<file path="src/rtl/apb_regfile_slave.sv">
// APB completer: NUM_REGS RW scratch registers plus a read-only XFER_CNT.
// Define APB_SLV_WAIT_EN to stretch every transfer by WAIT_CYCLES access cycles.
module apb_regfile_slave #(
    parameter int unsigned ADDR_WIDTH = 32,
    parameter int unsigned DATA_WIDTH = 32,
    parameter int unsigned NUM_REGS = 8,
    parameter logic [ADDR_WIDTH-1:0] BASE_ADDR = '0,
    parameter int unsigned WAIT_CYCLES = 2
) (
    input  logic                  hclk,
    input  logic                  hreset,
    input  logic                  psel,
    input  logic                  penable,
    input  logic                  pwrite,
    input  logic [ADDR_WIDTH-1:0] paddr,
    input  logic [DATA_WIDTH-1:0] pwdata,
    output logic [DATA_WIDTH-1:0] prdata,
    output logic                  pready,
    output logic                  pslverr
);

    localparam int unsigned CW =
        (WAIT_CYCLES > 0) ? $clog2(WAIT_CYCLES + 1) : 1;
    localparam logic [ADDR_WIDTH-1:0] CNT_IDX = ADDR_WIDTH'(NUM_REGS);

    typedef enum logic {
        IDLE,
        ACCESS
    } state_t;

    state_t                state;
    state_t                state_nxt;
    logic [CW-1:0]         cnt;
    logic [ADDR_WIDTH-1:0] off;
    logic [ADDR_WIDTH-1:0] idx;
    logic                  hit_reg;
    logic                  hit_cnt;
    logic                  done;
    logic                  err;
    logic [DATA_WIDTH-1:0] regs [NUM_REGS];
    logic [DATA_WIDTH-1:0] xfer_cnt;
    logic [DATA_WIDTH-1:0] rdata;

    // Addresses below BASE_ADDR wrap to a huge offset and fall into error.
    assign off     = paddr - BASE_ADDR;
    assign idx     = {2'b00, off[ADDR_WIDTH-1:2]};
    assign hit_reg = (off[1:0] == 2'b00) && (idx < CNT_IDX);
    assign hit_cnt = (off[1:0] == 2'b00) && (idx == CNT_IDX);

    always_comb begin
        rdata = xfer_cnt;
        for (int unsigned i = 0; i < NUM_REGS; i++) begin
            if (idx == ADDR_WIDTH'(i)) begin
                rdata = regs[i];
            end
        end
    end

    assign done    = (state == ACCESS) && psel && penable && (cnt == '0);
    assign err     = !(hit_reg || (hit_cnt && !pwrite));
    assign pready  = done;
    assign pslverr = done && err;
    assign prdata  = (done && !err && !pwrite) ? rdata : '0;

`ifdef APB_SLV_WAIT_EN
    logic [CW-1:0] cnt_nxt;
`endif

    always_comb begin
        state_nxt = state;
`ifdef APB_SLV_WAIT_EN
        cnt_nxt = cnt;
`endif
        case (state)
            IDLE: begin
                if (psel && !penable) begin
                    state_nxt = ACCESS;
`ifdef APB_SLV_WAIT_EN
                    cnt_nxt = CW'(WAIT_CYCLES);
`endif
                end
            end
            ACCESS: begin
                if (!psel) begin
                    state_nxt = IDLE;
                end else if (penable) begin
                    if (cnt != '0) begin
`ifdef APB_SLV_WAIT_EN
                        cnt_nxt = cnt - CW'(1);
`endif
                    end else begin
                        state_nxt = IDLE;
                    end
                end
            end
        endcase
    end

    always_ff @(posedge hclk or posedge hreset) begin
        if (hreset) begin
            state <= IDLE;
        end else begin
            state <= state_nxt;
        end
    end

`ifdef APB_SLV_WAIT_EN
    always_ff @(posedge hclk or posedge hreset) begin
        if (hreset) begin
            cnt <= '0;
        end else begin
            cnt <= cnt_nxt;
        end
    end
`else
    assign cnt = '0;
`endif

    always_ff @(posedge hclk or posedge hreset) begin
        if (hreset) begin
            for (int unsigned i = 0; i < NUM_REGS; i++) begin
                regs[i] <= '0;
            end
        end else if (done && pwrite && hit_reg) begin
            for (int unsigned i = 0; i < NUM_REGS; i++) begin
                if (idx == ADDR_WIDTH'(i)) begin
                    regs[i] <= pwdata;
                end
            end
        end
    end

    // Counts every completed transfer, error responses included.
    always_ff @(posedge hclk or posedge hreset) begin
        if (hreset) begin
            xfer_cnt <= '0;
        end else if (done) begin
            xfer_cnt <= xfer_cnt + DATA_WIDTH'(1);
        end
    end

endmodule

</file>
<file path="config.mk">
export PLATFORM = sky130hd
export DESIGN_NAME = apb_regfile_slave
export DESIGN_NICKNAME = d
export VERILOG_FILES = /design/src/rtl/apb_regfile_slave.sv
export SDC_FILE = /design/constraint.sdc
export NUM_CORES = 1
export LEC_CHECK = 0
export ABC_AREA = 1
export CORE_ASPECT_RATIO = 1.5
export CORE_MARGIN = 2
export CORE_UTILIZATION = 53
export DETAILED_ROUTE_END_ITERATION = 10
export HOLD_SLACK_MARGIN = 0.08
export PLACE_DENSITY = 0.73
export SETUP_SLACK_MARGIN = 0.1
export SYNTH_ARGS = -nofsm -noshare
export SYNTH_HDL_FRONTEND = slang
export SYNTH_SLANG_ARGS = --single-unit
</file>
<file path="constraint.sdc">
create_clock -name hclk -period 21.2 [get_ports hclk]
set_clock_uncertainty 0.2 [all_clocks]
set_input_delay 5.3 -clock hclk [delete_from_list [all_inputs] [get_ports hclk]]
set_output_delay 5.3 -clock hclk [all_outputs]
set_load 0.03 [all_outputs]
</file>
==> flow_summary.ini <==
[global_routing]
grt_pass1_wl_mm = 61.4
antenna_found_initial = 0
grt-ovfl-total = 0
grt_pass1_vias = 11500
grt_max_degree = 146
grtUsageTotal = 0.276

[floorplan]
die-area_mm2 = 0.0279
die_y_um = 204
coreArea_mm2 = 0.0263
start_util = 0.535
die_width_um = 137
io_pins = 103
num_rows = 73

[sta]
final.period_utilization = 0.712
worst_pin_slew_ns = 1.16
layout_min_cycle_time_ns = 15.10
final-setup-viol-count = 0
slew_headroom = 0.223
setup_ws_ns = 6.10
hold_viol_final = 0
rsz0062_at_grt = no
setup_tns_ns = 0
fmax_mhz = 66.2
hold_ws_ns = 0.268
slew_viol_final = 0

[placed_design]
place_inst = 2086
place_area_mm2 = 0.0152
pre_cts_slack_ns = 6.16
io_buffers = 102
gp_congestion = 0.902
hpwl_mm = 24.5

[cts]
cts_htree_levels = 1
cts_resized = 0
postCtsSetupRepairBufs = 0
clk_pin_slew_ns = 0.06
holdBufCountCts = 0
ctsRootBufferMaster = clkbuf_16
clk_latency_ns = 0.57
cts_tree = yes
clkSinkCount = 289
cts_buffers = 29
clockBufferDepth = 3

[synth]
synth_edf_count = 0
async_reset_ff_frac = 1.00
ys.flop_type = dfrtp_1
synthDistinctLibCells = 40
synthesis.area_mm2 = 0.0141
syn_inst = 1738
syn_area_per_cell_um2 = 8.10
syn_nets = 1808
ys_ff_latch = 289
yosysSeqAreaShare = 0.514
yosys_warnings = 0

[job]
cap_violations = 0

[cells_and_area]
num_antenna_cells = 0
area_growth_pct = 15.5
fin_util = 0.618
n_fill_cell = 2319
nets = 1850
final_common_cell = nand2_1
instances_no_fill = 2138
drive_above_1_share = 0.0650
design_area_mm2 = 0.0163
layout_common_cells = nand2_1 (468), o21ai_0 (310), dfrtp_1 (289)

[worst_setup_path]
endpoint_kind = output port
critical_path.startpoint_type = primary input
arrival_ns = 9.60
cp_max_fo = 27
cp.required_ns = 15.70
path_class = primary input to output port

[pwr]
p_per_area_mw_per_mm2 = 74.1
vdd_drop_max_uv = 73.7
leakagePower_nw = 7.56
p_total_mw = 1.20

[drt]
drt_iter0_markers = 1078
routed_via_density = 5.63
ant_nets = 0
drc_errors = 0
finalWirelength_mm = 37.1
wire_per_inst_um = 17.4
num_vias = 12000
dr.pass1.iters = 6

[worst_hold_path]
hold_path_class = register to register

[status]
outcome = complete, no violations
[layout make-up]
class                           count  area [µm²]  share of cell area
Sequential cell                   289        7230               0.445
Multi-Input combinational cell   1208        5920               0.364
Timing Repair Buffer              110        1080              0.0665
Clock buffer                       35         788              0.0485
Inverter                          142         541              0.0332
Tap cell                          337         422              0.0259
Clock inverter                     17         287              0.0176
[path summary, 6_finish.rpt]
kind,start,depth (start not counted),slack [ns],end
worst max register to register,state$_DFF_PP0_,5,18.25,regs[250]$_DFFE_PP0P_
worst min-delay path,xfer_cnt[31]$_DFFE_PP0P_,1,0.27,xfer_cnt[31]$_DFFE_PP0P_
worst min register to register,xfer_cnt[31]$_DFFE_PP0P_,1,0.27,xfer_cnt[31]$_DFFE_PP0P_
worst max-delay path,paddr[2],13,6.10,prdata[26]
max in group asynchronous,hreset,3,13.95,regs[24]$_DFFE_PP0P_
min in group asynchronous,hreset,2,5.12,state$_DFF_PP0_
[where the power goes]
group,switching [mW],internal [mW]
clock,0.226,0.351
combinational,0.0448,0.0231
sequential,0.00484,0.556
[cell families after synthesis]
kind of cell,after synthesis,synth area share
AOI/OAI and AO/OA,447,0.169
xor gates and xnor gates,30,0.0187
and+or+nand+nor,730,0.231
adders and majority gates,1,0.000889
buffers and inverters,241,0.0671
DFF,289,0.514
[cells in the mapped netlist, types with 2 or more instances]
cell type,n,area (µm²)
nand2_2,5,31.3
nor2_2,3,18.8
o21ai_0,310,1550
clkbuf_1,77,289
or2_2,13,81.3
dfrtp_1,289,7230
nor4_1,4,25.0
nand3_2,7,70.1
buf_2,14,70.1
o211ai_1,25,188
nand3_1,100,500
or2_0,32,200
nand4_1,5,31.3
o21ai_1,19,95.1
buf_4,4,30.0
inv_1,135,507
a21oi_1,74,370
nor3_1,15,75.1
nand2_1,472,1770
nor2_1,53,199
nor3_4,2,32.5
xor2_1,29,254
nor2_4,4,45.0
nand3b_1,3,22.5
nor3_2,5,50.1
inv_2,7,26.3
buf_1,3,11.3
o2111ai_1,17,149
[state kept, by name (all words and copies together), names as in the netlist]
name	count
regs	256
xfer_cnt	32
state	1
[critical path, cell delays in order]
cell             delay [ns]
clkdlybuf4s50_1        0.82
inv_1                  0.32
nand2_1                0.13
nor3_1                 0.22
inv_1                  0.08
nor2_1                 0.08
nand2_1                0.51
inv_1                  0.89
nand2_1                0.16
nand3_1                0.15
nand2_1                0.08
a21oi_1                0.14
clkdlybuf4s50_1        0.70
[metal layers]
layer | up-vias | part of all wire | global-route usage
met3 | 53 | 0.046 | 0.0251
met2 | 339 | 0.49 | 0.449
met4 | 0 | 0.020 | 0.0696
met1 | 5865 | 0.44 | 0.399
met5 | - | 0 | 0
li1 | 5778 | - | -
(Power assumes the default switching activity.)
